`config.mk`:
```
export PLATFORM = sky130hd
export DESIGN_NAME = instr_fetch
export DESIGN_NICKNAME = d
export VERILOG_FILES = /design/src/rtl/riscv_pkg.sv /design/src/rtl/fetch_pc_reg.sv /design/src/rtl/instr_fetch.sv
export SDC_FILE = /design/constraint.sdc
export NUM_CORES = 1
export LEC_CHECK = 0
export CAP_MARGIN = 0
export CORE_ASPECT_RATIO = 0.6
export CORE_UTILIZATION = 25
export CTS_CLUSTER_DIAMETER = 30
export DETAILED_ROUTE_END_ITERATION = 8
export HOLD_SLACK_MARGIN = 0.15
export PLACE_DENSITY_LB_ADDON = 0.3
export REMOVE_ABC_BUFFERS = 1
export SYNTH_ARGS = -nofsm -noshare
export SYNTH_HDL_FRONTEND = slang
export SYNTH_SLANG_ARGS = --single-unit
```
`constraint.sdc`:
```
create_clock -name clk -period 3 [get_ports clk]
set_input_delay 0.3 -clock clk [delete_from_list [all_inputs] [get_ports clk]]
set_output_delay 0.3 -clock clk [all_outputs]
set_load 0.005 [all_outputs]
```
`src/rtl/riscv_pkg.sv`:
```
// Shared types and constants for the RV32I fetch stage: FSM states, next-pc select
// encoding, default reset vector and the canonical NOP.
package riscv_pkg;

  localparam int          INSTR_W          = 32;
  localparam logic [31:0] RESET_PC_DEFAULT = 32'h0000_0000;
  localparam logic [31:0] NOP              = 32'h0000_0013;

  typedef enum logic [2:0] {
    S_IDLE,
    S_REQ,
    S_WAIT,
    S_HOLD,
    S_HALT
  } fetch_state_t;

  typedef enum logic [1:0] {
    PC_HOLD,
    PC_INC,
    PC_TARGET
  } pc_sel_t;

  function automatic logic word_aligned(input logic [INSTR_W-1:0] addr);
    return (addr[1:0] == 2'b00);
  endfunction

endpackage

```
`src/rtl/fetch_pc_reg.sv`:
```
// Fetch program counter with its next-pc mux (hold / sequential +4 / redirect target).
// The +4 path wraps naturally at the top of the address space.
module fetch_pc_reg
  import riscv_pkg::*;
#(
  parameter logic [INSTR_W-1:0] RESET_PC = RESET_PC_DEFAULT
) (
  input  logic               clk,
  input  logic               reset,
  input  pc_sel_t            pc_sel_i,
  input  logic [INSTR_W-1:0] target_i,
  output logic [INSTR_W-1:0] pc_o
);

  logic [INSTR_W-1:0] pc_q;
  logic [INSTR_W-1:0] pc_d;

  always_comb begin
    pc_d = pc_q;
    unique case (pc_sel_i)
      PC_INC:    pc_d = pc_q + 32'd4;
      PC_TARGET: pc_d = target_i;
      default:   pc_d = pc_q;
    endcase
  end

  always_ff @(posedge clk or posedge reset) begin
    if (reset) begin
      pc_q <= RESET_PC;
    end else begin
      pc_q <= pc_d;
    end
  end

  assign pc_o = pc_q;

endmodule

```
`src/rtl/instr_fetch.sv`:
```
// Single-issue RV32I instruction fetch: req/gnt + rvalid memory handshake, one held
// instruction toward decode, redirect with in-flight kill, sticky fault on misalignment/timeout.
module instr_fetch
  import riscv_pkg::*;
#(
  parameter logic [INSTR_W-1:0] RESET_PC = RESET_PC_DEFAULT,
  parameter int                 MAX_WAIT = 16
) (
  input  logic               clk,
  input  logic               reset,
  output logic               imem_req,
  output logic [INSTR_W-1:0] imem_addr,
  input  logic               imem_gnt,
  input  logic               imem_rvalid,
  input  logic [INSTR_W-1:0] imem_rdata,
  output logic [INSTR_W-1:0] Instr,
  output logic [INSTR_W-1:0] PC,
  output logic [INSTR_W-1:0] PCPlus4,
  output logic               instr_valid,
  input  logic               instr_ready,
  input  logic               PCSrc,
  input  logic [INSTR_W-1:0] PCTarget,
  output logic               fetch_fault
);

  localparam int               CNT_W     = $clog2(MAX_WAIT) + 1;
  localparam logic [CNT_W-1:0] WAIT_LAST = CNT_W'(MAX_WAIT - 1);

  fetch_state_t       state_q, state_d;
  logic               kill_q, kill_d;
  logic [CNT_W-1:0]   wait_q, wait_d;
  logic [INSTR_W-1:0] instr_q, instr_d;
  logic [INSTR_W-1:0] pc_out_q, pc_out_d;
  logic               valid_q, valid_d;
  logic               fault_q, fault_d;
  pc_sel_t            pc_sel;
  logic [INSTR_W-1:0] pc;

  fetch_pc_reg #(
    .RESET_PC (RESET_PC)
  ) u_pc_reg (
    .clk      (clk),
    .reset    (reset),
    .pc_sel_i (pc_sel),
    .target_i (PCTarget),
    .pc_o     (pc)
  );

  always_comb begin
    state_d  = state_q;
    kill_d   = kill_q;
    wait_d   = wait_q;
    instr_d  = instr_q;
    pc_out_d = pc_out_q;
    valid_d  = valid_q;
    fault_d  = fault_q;
    pc_sel   = PC_HOLD;

    unique case (state_q)
      S_IDLE: state_d = S_REQ;
      S_REQ: begin
        if (imem_gnt) begin
          state_d = S_WAIT;
          wait_d  = '0;
        end
      end
      S_WAIT: begin
        if (imem_rvalid) begin
          if (kill_q) begin
            kill_d  = 1'b0;
            state_d = S_REQ;
          end else begin
            instr_d  = imem_rdata;
            pc_out_d = pc;
            valid_d  = 1'b1;
            state_d  = S_HOLD;
          end
        end else if (wait_q >= WAIT_LAST) begin
          fault_d = 1'b1;
          state_d = S_HALT;
        end else begin
          wait_d = wait_q + CNT_W'(1);
        end
      end
      S_HOLD: begin
        if (instr_ready) begin
          pc_sel  = PC_INC;
          valid_d = 1'b0;
          state_d = S_REQ;
        end
      end
      S_HALT: valid_d = 1'b0;
      default: state_d = S_HALT;
    endcase

    // Redirect overrides every transition above; only reset leaves S_HALT.
    if (PCSrc && (state_q != S_HALT)) begin
      valid_d  = 1'b0;
      instr_d  = instr_q;
      pc_out_d = pc_out_q;
      if (!word_aligned(PCTarget)) begin
        fault_d = 1'b1;
        pc_sel  = PC_HOLD;
        state_d = S_HALT;
      end else begin
        pc_sel = PC_TARGET;
        unique case (state_q)
          S_REQ: begin
            if (imem_gnt) begin
              kill_d  = 1'b1;
              state_d = S_WAIT;
            end else begin
              state_d = S_REQ;
            end
          end
          S_WAIT: begin
            if (imem_rvalid) begin
              kill_d  = 1'b0;
              state_d = S_REQ;
            end else begin
              // Keep waiting for the stale response so it can be discarded.
              fault_d = fault_q;
              kill_d  = 1'b1;
              state_d = S_WAIT;
            end
          end
          default: state_d = S_REQ;
        endcase
      end
    end
  end

  always_ff @(posedge clk or posedge reset) begin
    if (reset) begin
      state_q  <= S_IDLE;
      kill_q   <= 1'b0;
      wait_q   <= '0;
      instr_q  <= '0;
      pc_out_q <= RESET_PC;
      valid_q  <= 1'b0;
      fault_q  <= 1'b0;
    end else begin
      state_q  <= state_d;
      kill_q   <= kill_d;
      wait_q   <= wait_d;
      instr_q  <= instr_d;
      pc_out_q <= pc_out_d;
      valid_q  <= valid_d;
      fault_q  <= fault_d;
    end
  end

  assign imem_req    = (state_q == S_REQ);
  assign imem_addr   = pc;
  assign Instr       = instr_q;
  assign PC          = pc_out_q;
  assign PCPlus4     = pc_out_q + 32'd4;
  assign instr_valid = valid_q;
  assign fetch_fault = fault_q;

endmodule

```
==> impl_metrics.env <==
export IMPL_ys_types=41
export IMPL_reg2reg_from="state_q[2]"
export IMPL_yosysSeqAreaShare_pct=48.99
export IMPL_hpwlAfterDp_um=12430
export IMPL_drive_gt1_share_pct=15.31
export IMPL_dr_wl_met2_um=6772
export IMPL_power_leakage_nw=3.527
export IMPL_critPathMaxFanout=6
export IMPL_setup_viol_count_final=0
export IMPL_drt_iter0_drc=280
export IMPL_violations="DRC"
export IMPL_fin_nets=781
export IMPL_path_class="register to primary output"
export IMPL_clk_latency_ns=0.36
export IMPL_coreArea_sq_um=21240
export IMPL_die_h_um=116.5
export IMPL_endpoint_kind="primary output"
export IMPL_layout_cells_most_common_list="200 x clkdlybuf4s50_1, 106 x dfrtp_1, 53 x nand2_1, 36 x mux2_4, 36 x o21ai_0"
export IMPL_post_place_ws_ns=0.3250
export IMPL_synth_top_area_share_pct=48.99
export IMPL_required_ns=2.70
export IMPL_hold_viol=0
export IMPL_cts_tree="done"
export IMPL_cp_start_kind="register"
export IMPL_via_count=4487
export IMPL_setup_tns_ns=0
export IMPL_path_clk_slew_ns=0.07
export IMPL_grt_pass1_vias=4268
export IMPL_synth_cells=500
export IMPL_r2r_end="u_pc_reg.pc_o[31]"
export IMPL_drv_slew=0
export IMPL_holdBufCountCts=0
export IMPL_clock_sink_count=107
export IMPL_syn2layout_area_growth_pct=49.15
export IMPL_rows=41
export IMPL_min_period_ns=2.823
export IMPL_p_per_area_nw_per_um2=647.2
export IMPL_synth_edf_count=0
export IMPL_m1WireLength_um=8645
export IMPL_rrSetupSlack_ns=0.72
export IMPL_track_usage_pct=15.27
export IMPL_combPwrFrac_pct=34.5
export IMPL_met3_length_um=1246
export IMPL_ff_latch_area_sq_um=2679
export IMPL_rr_worst_depth=5
export IMPL_antenna_found_initial=0
export IMPL_wire_per_inst_um=16.93
export IMPL_die_w_um=192.9
export IMPL_netlist_area_sq_um=5465
export IMPL_swShare_pct=31.92
export IMPL_final_antenna_net_count=0
export IMPL_ys_flop_type="dfrtp_1"
export IMPL_yosysWarnings=0
export IMPL_fillCellCount=2121
export IMPL_cts_max_level=3
export IMPL_dr_pass1_iters=7
export IMPL_whs_ns=0.3046
export IMPL_synth_area_leaders="dfrtp_1 49%, mux2_4 9.9%, mux2_2 5.8%"
export IMPL_status="complete, but fails checks"
export IMPL_fin_worst_skew_ns=0.01223
export IMPL_hold_path_class="input port to async pin"
export IMPL_p_int_w=0.003592
export IMPL_remaining_drc_errors=13
export IMPL_grt_pass1_wl_um=25630
export IMPL_fin_ws_ns=0.1769
export IMPL_fmax_mhz=354.2
export IMPL_grt_overflow=0
export IMPL_power_frac_clock_pct=21.3
export IMPL_worst_slew_pin_slew_ns=0.8278
export IMPL_gp_congestion=0.7818
export IMPL_p_sw_w=0.001684
export IMPL_io_pins=201
export IMPL_diodes=0
export IMPL_portBuffers=200
export IMPL_viasPerCell=4.528
export IMPL_final_common_cell="clkdlybuf4s50_1"
export IMPL_multi_input_area_sq_um=2619
export IMPL_wirelength_um=16780
export IMPL_synth_largest_area_cell="dfrtp_1"
export IMPL_cts_buffers=9
export IMPL_start_util_pct=25.73
export IMPL_ys_async_sr_fraction_pct=100.0
export IMPL_cts_root_buf="clkbuf_16"
export IMPL_ys_ff_latch=107
export IMPL_cp_arrival_ns=2.52
export IMPL_period_share_pct=94.10
export IMPL_grt_max_degree=72
export IMPL_maxCapViolCount=0
export IMPL_relSlewSlack_pct=44.66
export IMPL_die_area_sq_um=22480
export IMPL_seqPwrFrac_pct=44.1
export IMPL_cts_max_path_buffers=2
export IMPL_max_vdd_ir_drop_uv=275.9
export IMPL_top_layer_used="met4"
export IMPL_syn_area_per_cell_sq_um=10.93
area by class of cell:
cell class,instances,share of cell area (%)
Multi-Input combinational cell,357,32.13
Sequential cell,107,32.86
Tap cell,279,4.282
Clock buffer,12,2.901
Inverter,11,0.5372
Timing Repair Buffer,221,26.95
Clock inverter,4,0.3377
timing repair:
item / 4_1_cts / 5_1_grt
resized for setup: 3 / 2
endpoints found under the setup margin: 4 / 8
setup buffers: 0 / 1
pin swaps: 0 / 1
critical path: stages, from the launching register on:
cell	delay [ns]
dfrtp_1	0.45
nand4_1	0.23
nor2_2	0.26
buf_4	0.18
nand3_2	0.16
nor3_1	0.22
xor2_1	0.16
clkdlybuf4s50_1	0.51
synth_stat cells (6+ instances only):
library cell,number
a21oi_1,9
and3_1,11
and4_1,9
buf_2,6
clkbuf_1,12
dfrtp_1,107
inv_1,11
mux2_2,28
mux2_4,36
nand2_1,53
nand3_1,30
nand4_1,16
nor2_1,29
nor3_1,8
o21ai_0,36
xnor2_1,20
xor2_1,34
state kept, by name, summed over array words and instances (netlist names):
name           flops
u_pc_reg.pc_o     32
state_q            3
kill_q             1
instr_valid        1
PC                32
fetch_fault        1
wait_q             5
Instr             32
routing by layer:
metal  up-vias  GRT usage, %
met4         0         2.940
met2       136         20.62
met1      2182         23.78
li1       2157             -
met3        12         3.996
met5         -             0
power groups by stage:
stage / sequential (W) / combinational [W] / clock [W]
finish: 0.00233 / 0.00182 / 0.00113
detailed placement: 0.00235 / 0.00183 / 0
CTS: 0.00233 / 0.00184 / 0.00118
floorplan: 0.00226 / 0.000656 / 0
global route: 0.00241 / 0.00200 / 0.00123
global placement: 0.00235 / 0.00183 / 0
through the flow:
stage	std cells	utilization [%]	power [W]	area, sq um
global route	991	38.38	0.005632	8152
CTS	990	38.32	0.005346	8138
floorplan	475	-	0.002913	5319
global placement	974	37.02	0.004179	7861
detailed placement	974	37.02	0.004185	7861
finish	991	38.38	0.005276	8152
cells by family (layout without fill, tap and decap cells):
| family | Yosys count | after routing | synth area share, % |
|---|---|---|---|
| simple gates | 177 | 177 | 16.35 |
| flops | 107 | 107 | 48.99 |
| mux | 66 | 66 | 16.03 |
| compound gates | 56 | 56 | 5.632 |
| xor+xnor | 54 | 54 | 8.654 |
| buf+inv | 36 | 248 | 3.434 |
| fa+ha+maj | 4 | 4 | 0.9158 |
worst max-delay path by stage:
stage               startpoint     endpoint  slack [ns]
floorplan                reset     Instr[0]       -0.12
global placement        PC[12]  PCPlus4[31]        0.34
detailed placement      PC[12]  PCPlus4[31]        0.32
CTS                     PC[12]  PCPlus4[31]        0.08
global route             PC[2]  PCPlus4[26]       -0.02
finish                  PC[12]  PCPlus4[26]        0.18
Note: power is estimated with default switching activity, not from simulation.
